**config.mk**
```make
export PLATFORM = sky130hd
export DESIGN_NAME = slot_fifo_arbiter
export DESIGN_NICKNAME = d
export VERILOG_FILES = /design/src/rtl/da_platform_pkg.sv /design/src/rtl/rr_select.sv /design/src/rtl/slot_fifo_arbiter.sv
export SDC_FILE = /design/constraint.sdc
export NUM_CORES = 1
export LEC_CHECK = 0
export CAP_MARGIN = 5
export CORE_MARGIN = 2
export CORE_UTILIZATION = 51
export DETAILED_ROUTE_END_ITERATION = 12
export HOLD_SLACK_MARGIN = 0.08
export PLACE_DENSITY = 0.81
export SLEW_MARGIN = 25
export SYNTH_ARGS = -nofsm -noshare
export SYNTH_HDL_FRONTEND = slang
export SYNTH_SLANG_ARGS = --single-unit
```
**constraint.sdc**
```tcl
create_clock -name clk -period 3.87 [get_ports clk]
set_clock_uncertainty 0.05 [all_clocks]
set_input_delay 0.5805 -clock clk [delete_from_list [all_inputs] [get_ports clk]]
set_output_delay 0.5805 -clock clk [all_outputs]
set_load 0.02 [all_outputs]
```
**src/rtl/da_platform_pkg.sv**
```systemverilog
// rtl/da_platform_pkg.sv - shared types and constants for the slot FIFO arbiter
package da_platform_pkg;

  typedef enum logic [2:0] {
    ST_IDLE   = 3'd0,
    ST_HEADER = 3'd1,
    ST_DATA   = 3'd2,
    ST_PAD    = 3'd3,
    ST_SETTLE = 3'd4
  } state_t;

  localparam int FIFO_AW = 11;
  localparam logic [7:0] HDR_MARK = 8'h80;
  localparam logic [7:0] PAD_BYTE = 8'h00;

  function automatic logic [7:0] header_byte(input logic [3:0] idx);
    return HDR_MARK | {4'b0000, idx};
  endfunction

endpackage

```
**src/rtl/rr_select.sv**
```systemverilog
// rtl/rr_select.sv - combinational round-robin pick: first eligible index at or above rr_ptr, with wrap
module rr_select #(
  parameter int NUM_SLOTS = 4
) (
  input  logic [NUM_SLOTS-1:0] eligible,
  input  logic [3:0]           rr_ptr,
  output logic                 found,
  output logic [3:0]           winner
);

  function automatic logic [3:0] wrap_idx(input logic [3:0] base, input int off);
    int s;
    s = int'(base) + off;
    if (s >= NUM_SLOTS) s = s - NUM_SLOTS;
    return 4'(s);
  endfunction

  // Scan from the farthest offset down so the nearest eligible slot is written last.
  always_comb begin
    found  = 1'b0;
    winner = rr_ptr;
    for (int i = NUM_SLOTS - 1; i >= 0; i--) begin
      if (|(eligible & (NUM_SLOTS'(1) << wrap_idx(rr_ptr, i)))) begin
        found  = 1'b1;
        winner = wrap_idx(rr_ptr, i);
      end
    end
  end

endmodule

```
**src/rtl/slot_fifo_arbiter.sv**
```systemverilog
// rtl/slot_fifo_arbiter.sv - round-robin burst arbiter sharing one FIFO write port among slot converters
module slot_fifo_arbiter
  import da_platform_pkg::*;
#(
  parameter int NUM_SLOTS = 4,
  parameter int BURST_LEN = 4,
  parameter int TIMEOUT   = 1024
) (
  input  logic                   clk,
  input  logic                   reset,
  input  logic                   enable,
  input  logic [NUM_SLOTS-1:0]   slot_mask,
  input  logic [NUM_SLOTS-1:0]   slot_req,
  input  logic [NUM_SLOTS-1:0]   slot_valid,
  input  logic [8*NUM_SLOTS-1:0] slot_data,
  output logic [NUM_SLOTS-1:0]   slot_grant,
  output logic [7:0]             fifo_data,
  output logic                   fifo_write,
  input  logic [FIFO_AW-1:0]     fifo_addr_in,
  input  logic [FIFO_AW-1:0]     fifo_addr_out,
  output logic [NUM_SLOTS-1:0]   slot_error,
  input  logic                   error_clear,
  output logic                   busy
);

  localparam int TW = $clog2(TIMEOUT + 1);
  localparam logic [7:0]         LAST_IDX = 8'(BURST_LEN - 1);
  localparam logic [TW-1:0]      TMO_LAST = TW'(TIMEOUT - 1);
  localparam logic [FIFO_AW-1:0] NEED     = FIFO_AW'(BURST_LEN + 1);
  localparam logic [FIFO_AW-1:0] FIFO_MAX = '1;

  state_t               state, state_next;
  logic [3:0]           rr_ptr, winner, pick;
  logic [7:0]           byte_cnt;
  logic [TW-1:0]        tmo_cnt;
  logic                 settle_cnt;
  logic [NUM_SLOTS-1:0] eligible;
  logic                 found, space_ok, start;
  logic [FIFO_AW-1:0]   used, free_space;
  logic                 win_valid, last_byte, timed_out;
  logic [7:0]           win_byte;
  logic [NUM_SLOTS-1:0] grant_d, err_set;
  logic                 write_d;
  logic [7:0]           data_d;

  assign eligible   = slot_req & slot_mask;
  assign used       = fifo_addr_in - fifo_addr_out;
  assign free_space = FIFO_MAX - used;
  assign space_ok   = free_space >= NEED;
  assign start      = enable && found && space_ok;
  assign win_valid  = |(slot_valid & (NUM_SLOTS'(1) << winner));
  assign last_byte  = byte_cnt == LAST_IDX;
  assign timed_out  = tmo_cnt == TMO_LAST;

  rr_select #(.NUM_SLOTS(NUM_SLOTS)) u_rr_select (
    .eligible (eligible),
    .rr_ptr   (rr_ptr),
    .found    (found),
    .winner   (pick)
  );

  always_comb begin
    win_byte = '0;
    for (int i = 0; i < NUM_SLOTS; i++) begin
      if (winner == 4'(i)) win_byte = slot_data[8*i +: 8];
    end
  end

  always_ff @(posedge clk or negedge reset) begin
    if (!reset) state <= ST_IDLE;
    else        state <= state_next;
  end

  always_comb begin
    state_next = state;
    case (state)
      ST_IDLE:   if (start) state_next = ST_HEADER;
      ST_HEADER: state_next = ST_DATA;
      ST_DATA: begin
        if (win_valid && last_byte)       state_next = ST_SETTLE;
        else if (!win_valid && timed_out) state_next = ST_PAD;
      end
      ST_PAD:    if (last_byte) state_next = ST_SETTLE;
      ST_SETTLE: if (settle_cnt) state_next = ST_IDLE;
      default:   state_next = ST_IDLE;
    endcase
  end

  // Next values of the registered outputs; the header and each byte land one edge after their decision.
  always_comb begin
    grant_d = slot_grant;
    write_d = 1'b0;
    data_d  = fifo_data;
    err_set = '0;
    case (state)
      ST_IDLE: begin
        if (start) begin
          grant_d = NUM_SLOTS'(1) << pick;
          write_d = 1'b1;
          data_d  = header_byte(pick);
        end
      end
      ST_DATA: begin
        if (win_valid) begin
          write_d = 1'b1;
          data_d  = win_byte;
          if (last_byte) grant_d = '0;
        end else if (timed_out) begin
          grant_d = '0;
          err_set = NUM_SLOTS'(1) << winner;
        end
      end
      ST_PAD: begin
        write_d = 1'b1;
        data_d  = PAD_BYTE;
      end
      default: ;
    endcase
  end

  always_ff @(posedge clk or negedge reset) begin
    if (!reset) begin
      slot_grant <= '0;
      fifo_write <= 1'b0;
      fifo_data  <= 8'h00;
      slot_error <= '0;
      busy       <= 1'b0;
      rr_ptr     <= 4'd0;
      winner     <= 4'd0;
      byte_cnt   <= 8'd0;
      tmo_cnt    <= '0;
      settle_cnt <= 1'b0;
    end else begin
      slot_grant <= grant_d;
      fifo_write <= write_d;
      fifo_data  <= data_d;
      slot_error <= (error_clear ? '0 : slot_error) | err_set;
      busy       <= state_next != ST_IDLE;
      case (state)
        ST_IDLE: begin
          if (start) begin
            winner     <= pick;
            rr_ptr     <= (pick == 4'(NUM_SLOTS - 1)) ? 4'd0 : pick + 4'd1;
            byte_cnt   <= 8'd0;
            tmo_cnt    <= '0;
            settle_cnt <= 1'b0;
          end
        end
        ST_DATA: begin
          if (win_valid) begin
            byte_cnt <= byte_cnt + 8'd1;
            tmo_cnt  <= '0;
          end else begin
            tmo_cnt <= tmo_cnt + TW'(1);
          end
        end
        ST_PAD:    byte_cnt <= byte_cnt + 8'd1;
        ST_SETTLE: settle_cnt <= 1'b1;
        default: ;
      endcase
    end
  end

endmodule

```
==> run_results.csv <==
group,metric,value,unit
routing,drtAntennaViolNets,0,
run_status,status,"finished, final reports clean",
global_route,grt_pass1_wl,16.9,mm
routing,drc,0,
synthesis,yosys.cell_types.count,59,
clock_network,cts_buffers,5,
power,combPwrFrac,63.0,%
critical_path,r2r_cells,14,
power,leakagePower,0.00216,µW
timing,post-route-min-period,3.56,ns
synthesis,synthArstFlopShare,100,%
global_route,grt_pass1_vias,3615,
power,internal_power,1810,µW
synthesis,synth_area_per_cell,8.80,µm²
power,p_sw_share,43.8,%
synthesis,ys_seq_area_share,32.1,%
timing,rsz0062_at_grt,"false",
timing,setup_violations,0,
clock_network,cts.clk_slew.worst_paths,0.09,ns
floorplan,initial_utilization,52.6,%
synthesis,synth-main-ff-cell,"dfrtp_1",
cells_and_area,syn2layout_area_growth,29.7,%
timing,final.setup.worst_slack,0.309,ns
floorplan,rows,31,
critical_path,reg2reg_from,"rr_ptr[0]",
timing,fin_crit_sh,92.0,%
routing,dr.pass1.iters,5,
synthesis,netlist_area,0.00382,mm²
critical_path,required,3.99,ns
timing,slew_violations,0,
synthesis,syn_nets,528,
run,drv_cap,0,
floorplan,design.die.area,0.00820,mm²
floorplan,coreArea,0.00725,mm²
floorplan,io_pins,88,
global_route,grt_overflow_total,0,
synthesis,ys_top_cells_by_count,"dfrtp_1 (49), a21oi_1 (33), inv_1 (33), nand2_1 (33), nor2_1 (24)",
clock_network,cts_tree,"built",
global_route,grt_util_all_layers,24.5,%
synthesis,synth_area_leaders,"dfrtp_1 (32%), ha_1 (7.5%), mux2_2 (6.8%)",
placed_design,io_buffers,87,
power,p_total,3210,µW
clock_network,cts_resized,0,
clock_network,cts.htree.levels,2,
clock_network,root_buffer,"clkbuf_8",
clock_network,clkLatencyLatePin,0.29,ns
synthesis,synth-seq-cells,49,
cells_and_area,nFillCells,612,
routing,via_count,3697,
cells_and_area,instances_no_fill,624,
synthesis,synth_area_leader_cell,"dfrtp_1",
critical_path,critPathKind,"input pin to flop",
timing,tns,0,ns
timing,finalHoldViolCount,0,
synthesis,synth_top_area_share,32.1,%
global_route,grt_max_degree,50,
clock_network,clockBufferDepth,2,
power,p_per_area,649,mW/mm²
timing,relSlewSlack,58.2,%
synthesis,yosysMostFrequentCell,"dfrtp_1",
critical_path,reg2reg_setup_slack,0.41,ns
critical_path,cp_cell_sequence,"clkdlybuf4s50_1, ha_1, inv_1, fa_1, nand2b_1, a211oi_1, mux2i_1, o2111ai_1, nor4_4, a21oi_2, a311o_1, or3_1",
cells_and_area,fin_nets,619,
critical_path,crit_slowest_cell,"clkdlybuf4s50_1",
power,switchingPower,1410,µW
synthesis,syn_inst,434,
timing,fmax,281,MHz
power,p_clk_share,11.1,%
critical_path,arrival,3.68,ns
cells_and_area,final_layout_size_suffix_gt1_share,11.8,%
critical_path,endpoint_kind,"flop",
placed_design,gp_congestion,0.914,
clock_network,hold_buffers,0,
power,pwr-share-seq,25.9,%
critical_path,startpoint_type,"input pin",
clock_network,cts_setup_buffers,0,
floorplan,die_w,90.5,µm
critical_path,max_stage_delay,0.46,ns
routing,vias_per_cell,5.92,
timing,whs,0.251,ns
critical_path,critPathMaxFanout,4,
critical_path,r2r-end,"tmo_cnt[9]",
routing,drt-initial-drc-count,296,
clock_network,cts_sinks,49,
placed_design,dp_hpwl,7.79,mm
power,peakVddDrop,0.311,mV
hold_path,hold_class,"input pin to asynchronous set/reset pin",
synthesis,synth-edff-count,0,
placed_design,dp.cells,617,
routing,routed_wl,10.0,mm
routing,routedWlPerCell,16.1,µm
floorplan,die_h,90.5,µm
synthesis,yosys_warnings,0,
placed_design,post-place-ws,-0.122,ns
timing,worst_slew_pin_slew,0.626,ns
global_route,antenna_found_initial,0,
cells_and_area,diodes,0,
-- critical path, delay by kind of cell --
kind	cells	cell delay (ns)
AO/OA/AOI/OAI	4	0.97
AND/OR/NAND/NOR	3	0.83
adder cells (fa/ha/maj)	2	0.57
buffers and inverters	2	0.52
multiplexers	1	0.21
-- through the flow --
stage | instance area, µm² | util, %
3_3_place_gp | 4850 | 66.8
6_report | 4950 | 68.3
2_1_floorplan | 3820 | -
4_1_cts | 4950 | 68.3
5_1_grt | 4950 | 68.3
3_5_place_dp | 4850 | 66.9
-- routing by layer --
layer  up-vias  track usage [%]  wire length (µm)
met1      1781             31.9              4260
met5         -                0                 0
met3        18             2.50               451
met4         0             4.87               172
li1       1770                -                 -
met2       128             44.2              5140
-- cell usage in the layout, fill, tap and decap left out, types with 4 or more instances in the layout --
cell / count
a21oi_1: 33
nor2b_1: 5
xnor2_1: 4
ha_1: 23
mux4_2: 5
o2bb2ai_1: 6
buf_4: 14
a21o_1: 9
or3_1: 4
nor2_1: 24
mux2_2: 23
nand3b_1: 4
clkdlybuf4s50_1: 86
clkbuf_8: 5
a211oi_1: 6
nand2_1: 33
nand3_1: 23
o21ai_0: 22
mux2i_1: 9
a31oi_1: 5
dfrtp_1: 49
o22ai_1: 9
inv_1: 33
and3_1: 13
o21a_1: 6
nor3_1: 16
nand2b_1: 4
xor2_1: 5
-- cell type report --
type	instances	area, µm²	area share (%)
Clock buffer	5	68.8	1.39
Clock inverter	2	35.0	0.707
Inverter	34	128	2.58
Multi-Input combinational cell	334	2390	48.2
Sequential cell	49	1230	24.8
Tap cell	99	124	2.50
Timing Repair Buffer	101	986	19.9
-- how the worst max path moves through the flow --
stage | end | startpoint | cells after the start | slack [ns]
final | busy | fifo_addr_out[0] | 12 | 0.31
after global routing | tmo_cnt[10] | fifo_addr_in[0] | 14 | 0.07
after CTS | busy | fifo_addr_out[0] | 12 | 0.18
after detailed placement | busy | fifo_addr_out[0] | 12 | -0.12
after global placement | busy | fifo_addr_in[0] | 13 | -0.003
after floorplan | busy | fifo_addr_in[0] | 12 | 0.54
-- cell families (layout without fill, tap and decap cells) --
group / after synthesis / after routing / synth area share [%]
DFF: 49 / 49 / 32.1
and+or+nand+nor: 145 / 145 / 19.7
AOI/OAI and AO/OA: 119 / 119 / 20.5
muxes: 37 / 37 / 12.1
buffers and inverters: 51 / 142 / 5.41
xor gates and xnor gates: 9 / 9 / 2.06
adders and majority gates: 24 / 24 / 8.06
-- power groups by stage --
stage	Clock (µW)	Sequential, µW	Combinational (µW)
6_report	357	833	2020
5_1_grt	378	858	2240
4_1_cts	363	829	2020
3_5_place_dp	0	839	2000
3_3_place_gp	0	828	1930
2_1_floorplan	0	853	1310
-- state kept, by name (all words and copies together) (netlist names) --
| register | count |
|---|---|
| tmo_cnt | 11 |
| slot_error | 4 |
| winner | 4 |
| state | 3 |
| busy | 1 |
| fifo_write | 1 |
| settle_cnt | 1 |
| fifo_data | 8 |
| byte_cnt | 8 |
| rr_ptr | 4 |
| slot_grant | 4 |
Note: power is estimated with default switching activity, not from simulation.
